===== src/rtl/bitwise_pg_buffer.sv =====
`default_nettype none
// ============================================================================
// Module   : bitwise_pg_buffer
// Purpose  : Registered generate/propagate front end of a parallel-prefix
//            adder, plus a delay-matched (P,G) pass-through buffer lane.
// Revision : 1.0 - initial release
// ============================================================================
module bitwise_pg_buffer #(
  parameter int WIDTH      = 32,
  parameter int CIN_INJECT = 1,
  parameter int BUF_DEPTH  = 1
) (
  input  logic             clk,
  input  logic             rst,
  input  logic             in_valid,
  input  logic [WIDTH-1:0] a,
  input  logic [WIDTH-1:0] b,
  input  logic             cin,
  output logic [WIDTH-1:0] g_out,
  output logic [WIDTH-1:0] p_out,
  output logic             pg_valid,
  input  logic             buf_valid_in,
  input  logic [WIDTH-1:0] pin,
  input  logic [WIDTH-1:0] gin,
  output logic [WIDTH-1:0] pout,
  output logic [WIDTH-1:0] gout,
  output logic             buf_valid_out
);

  generate
    if (WIDTH < 2 || BUF_DEPTH < 1 || BUF_DEPTH > 4) begin : g_bad_params
      $error("bitwise_pg_buffer: WIDTH must be >= 2 and BUF_DEPTH within 1..4");
    end
  endgenerate

  logic [WIDTH-1:0] w_g;
  logic [WIDTH-1:0] w_p;

  // Propagate is XOR so the sum stage can reuse it directly.
  generate
    if (CIN_INJECT != 0) begin : g_cin_inject
      always_comb begin
        w_g    = a & b;
        w_p    = a ^ b;
        w_g[0] = cin;
        w_p[0] = 1'b0;
      end
    end else begin : g_cin_compute
      assign w_g = a & b;
      assign w_p = a ^ b;
    end
  endgenerate

  logic [WIDTH-1:0] r_g;
  logic [WIDTH-1:0] r_p;
  logic             r_pg_valid;

  always_ff @(posedge clk) begin
    if (rst) begin
      r_g        <= '0;
      r_p        <= '0;
      r_pg_valid <= 1'b0;
    end else begin
      r_pg_valid <= in_valid;
      if (in_valid) begin
        r_g <= w_g;
        r_p <= w_p;
      end
    end
  end

  assign g_out    = r_g;
  assign p_out    = r_p;
  assign pg_valid = r_pg_valid;

  logic [WIDTH-1:0]     r_pbuf [BUF_DEPTH];
  logic [WIDTH-1:0]     r_gbuf [BUF_DEPTH];
  logic [BUF_DEPTH-1:0] r_vbuf;

  // Each stage loads only behind a valid token; the valid chain always shifts.
  always_ff @(posedge clk) begin
    if (rst) begin
      for (int k = 0; k < BUF_DEPTH; k++) begin
        r_pbuf[k] <= '0;
        r_gbuf[k] <= '0;
      end
      r_vbuf <= '0;
    end else begin
      r_vbuf[0] <= buf_valid_in;
      if (buf_valid_in) begin
        r_pbuf[0] <= pin;
        r_gbuf[0] <= gin;
      end
      for (int k = 1; k < BUF_DEPTH; k++) begin
        r_vbuf[k] <= r_vbuf[k-1];
        if (r_vbuf[k-1]) begin
          r_pbuf[k] <= r_pbuf[k-1];
          r_gbuf[k] <= r_gbuf[k-1];
        end
      end
    end
  end

  assign pout          = r_pbuf[BUF_DEPTH-1];
  assign gout          = r_gbuf[BUF_DEPTH-1];
  assign buf_valid_out = r_vbuf[BUF_DEPTH-1];

endmodule
`default_nettype wire


===== config.mk =====
export PLATFORM = sky130hd
export DESIGN_NAME = bitwise_pg_buffer
export DESIGN_NICKNAME = d
export VERILOG_FILES = /design/src/rtl/bitwise_pg_buffer.sv
export SDC_FILE = /design/constraint.sdc
export NUM_CORES = 1
export LEC_CHECK = 0
export CORE_MARGIN = 4
export CORE_UTILIZATION = 40
export DETAILED_ROUTE_END_ITERATION = 8
export PLACE_DENSITY = 0.81
export SLEW_MARGIN = 0
export SYNTH_ARGS = -nofsm -noshare
export SYNTH_HDL_FRONTEND = slang
export SYNTH_SLANG_ARGS = --single-unit

===== constraint.sdc =====
create_clock -name clk -period 3 [get_ports clk]
set_input_delay 0.6 -clock clk [delete_from_list [all_inputs] [get_ports clk]]
set_output_delay 0.6 -clock clk [all_outputs]
set_load 0.01 [all_outputs]

* Word-level counts from Yosys, hierarchy flattened
Memories as Yosys holds them, arrays and structs flattened.
Index checks and enable logic that the tools add are counted.
** Word-level totals
- Flip-flop bits (word level) :: 65
- Output and inout port bits :: 130
- Bits in writable memories :: 64
- Memories kept :: 2
- Input port bits :: 133
** Memories
- r_gbuf :: depth 1, width 32, read ports 1, clocked after Yosys merged registers in 0, write ports 1, line 77 : logic [WIDTH-1:0] r_gbuf [BUF_DEPTH];
- r_pbuf :: depth 1, width 32, read ports 1, clocked after Yosys merged registers in 0, write ports 1, line 76 : logic [WIDTH-1:0] r_pbuf [BUF_DEPTH];
** Cells by class
- Muxes and demuxes :: 9
- Reductions and logical operators :: 2
- Bitwise logic cells :: 2
** Operator list (number)
- $mux W32 :: 2
- $reduce_or A32 Y1 :: 2
- $and A32 B32 Y32 :: 1
- $xor A32 B32 Y32 :: 1
- $mux W1 :: 7

* Depth between registers and ports, before layout
- Depth in word-level cells :: 5
- Mapped depth :: 4
- Gate-level depth less buffers :: 3

* Worst setup path before layout
No wires, ideal clock.
- Path kind :: input to register
- Start :: input port rst
- End :: memory r_gbuf[0][0], enable pin
- Path buffers :: 1
- Library setup time :: 0.426 ns
- Data required time :: 2.574 ns
- Arrival :: 2.210 ns
- Slack :: 0.364 ns
- Stages on the path :: 2
- Cells stage by stage :: buf_2 or2_1
** On the way
- Cells in the longest elaborated chain, start to end :: 4
- Elaborated cells between the ends (all ways) :: 6
- Those cells by class :: mux (5); reduce/logical (1)
** Ends and longest elaborated chain
- from (decl) :: line 14 : input logic rst,
- $mux W1 :: line 82 : if (rst) begin
- $mux W1 (not written as such) :: line 92 : r_gbuf[0] <= gin;
- $reduce_or A32 Y1 (no line)
- $mux W1 (no line) (*)
- to (decl) :: line 77
Mark *: on every way between the ends. The rest lies on a longest branch, timed or not.

* Worst setup path in the final report
- Start :: register r_g[0], in the netlist g_out[0]
- End :: output port g_out[0]
** RTL lines
- from (decl) :: line 54 : logic [WIDTH-1:0] r_g;
- from (signal assigned) :: line 66 : r_g <= w_g;
- to (decl) :: line 19 : output logic [WIDTH-1:0] g_out,
No word-level cell between the ends.

==> metrics.csv <==
metric;value;unit
status;finished, final reports clean;
crit_path_start_kind;flop;
start_util;40.80;%
r2r-start;p_out[7]$_SDFFE_PP0P_;
max_slew_margin;65.53;%
fp.dieH;121.5;um
grt_pass1_wl;20.56;mm
drive_gt1_share;5.547;%
path_cells;clkdlybuf4s50_1;
path_clk_slew;50;ps
drt_pass1_iterations;4;
grtUsageTotal;18.50;%
reg2reg_depth;2;
vias;3707;
drt_wl_total;13.51;mm
hold_buffers;0;
r2r_slack;2310;ps
rsz0062_at_grt;no;
layout_commonest_cell;clkdlybuf4s50_1;
routabilityCongestion;0.7397;
dieWidth;121.5;um
worstPathArrival;1340;ps
wire_per_inst;16.46;um
timing.rr.end;p_out[7]$_SDFFE_PP0P_;
fp.dieArea;0.01475;mm^2
critical_path_required;2400;ps
synthesis.area;0.005149;mm^2
cp_top_family;buffers and inverters;
dr.first_iter.drc_count;161;
cts_tree;built;
netlist_instances;376;
setup_viol;0;
final_cell_mix;clkdlybuf4s50_1 (257), dfxtp_1 (65), and2_1 (64), edfxtp_1 (64);
critical_path_depth;1;
power_density;567.5;mW/mm^2
drv_slew;0;
cts_setup_buffers;0;
fin_crit;1944;ps
diodes;0;
drc_errors;0;
numClockSinks;129;
end_kind;output port;
whs;490.0;ps
crit_type;reg -> out;
grt_max_degree;65;
syn2layout_area_growth;62.02;%
cts_resized;0;
vdd_drop_max;0.4034;mV
antenna_found_initial;0;
crit_fanout;2;
min_to;g_out[10]$_SDFFE_PP0P_;
yosys_warnings;0;
slowest_stage;clkdlybuf4s50_1;
portBuffers;259;
ys_types;15;
skew;0;ps
hp-start;g_out[10]$_SDFFE_PP0P_;
final.period_utilization;64.79;%
maxCapViolations;0;
syn_nets;540;
viasPerCell;4.515;
power;4734;uW
cts_htree_levels;4;
crit_buf_inv;1;
tightest_slew;517.1;ps
ys_seq_area_share;62.60;%
tns;0;ps
ctsLongestPathBuffers;2;
nets;800;
root_buffer;clkbuf_16;
slowest_delay;590;ps
antenna_left;0;
hold_path_depth;2;
synth-seq-cells;129;
rows;41;
layout_setup_ws;1056;ps
grt_pass1_vias;3955;
clk_latency;400;ps
grt_remaining_overflow;0;
avgSynthCellArea;13.69;um^2
numCtsBuffers;17;
dpl.hpwl;10.11;mm
core_area;0.01262;mm^2
p_leak;0.003423;uW
hold_viol;0;
pre_cts_ws;891.6;ps
pin_count;263;
hold_path.class;reg -> reg;
clock.fmax;0.5145;GHz
per-stage QoR:
stage,cell area (um^2),cells,utilization (%)
after CTS,8342,821,66.10
after floorplan,5149,376,-
after global placement,7764,789,61.52
after detailed placement,7764,789,61.52
after global routing,8342,821,66.10
final,8342,821,66.10
Yosys cell counts:
library cell  instances  area, um^2
and2_1               64       400.4
buf_12                6       120.1
buf_2                 7       35.03
buf_4                 1       7.510
buf_6                 7       78.83
clkbuf_1              1       3.750
conb_1                1       3.750
dfxtp_1              65        1301
edfxtp_1             64        1922
ha_1                 31       387.9
mux2i_1              63       630.6
nor2_1               63       236.5
nor2b_1               1       6.260
nor2b_2               1       8.760
or2_1                 1       6.260
where the power goes:
group / internal (uW) / total (uW) / switching (uW) / leakage (uW)
Sequential: 1980 / 2020 / 44.0 / 0.00122
Clock: 1290 / 2010 / 720 / 0.000277
Combinational: 433 / 698 / 265 / 0.00192
Total: 3710 / 4730 / 1030 / 0.00342
sequential cells by signal, indices dropped and copies added (netlist names):
signal and cells:
p_out 31, g_out 32, buf_valid_out 1, pg_valid 1
r_gbuf 32, r_pbuf 32
cell families after synthesis:
family	share of synthesized area [%]
flops	62.60
buf+inv	4.763
other cells	0.07283
fa+ha+maj	7.533
simple gates	12.78
mux	12.25
final cells by class:
type	instances	area, um^2
timing repair buffer	263	2640
clock inverter	12	141.4
multi-input combinational	225	1685
fill	984	4278
sequential	129	3223
clock buffer	20	436.7
tap	172	215.2
worst max path at each step:
stage	end	startpoint
6_report	g_out[0]	g_out[0]$_SDFFE_PP0P_
3_3_place_gp	r_pbuf[0][28]$_SDFFCE_PN0P_	buf_valid_in
2_1_floorplan	r_gbuf[0][0]$_SDFFCE_PN0P_	rst
3_5_place_dp	r_pbuf[0][20]$_SDFFCE_PN0P_	buf_valid_in
5_1_grt	pout[11]	r_pbuf[0][11]$_SDFFCE_PN0P_
4_1_cts	g_out[0]	g_out[0]$_SDFFE_PP0P_
routing by layer:
metal	part of all wire, %	track usage (%)
met4	3.2	9.384
met1	37	19.20
met5	0	0
met3	7.0	6.620
met2	53	32.75
No activity file was read; power rests on OpenSTA's default activity.
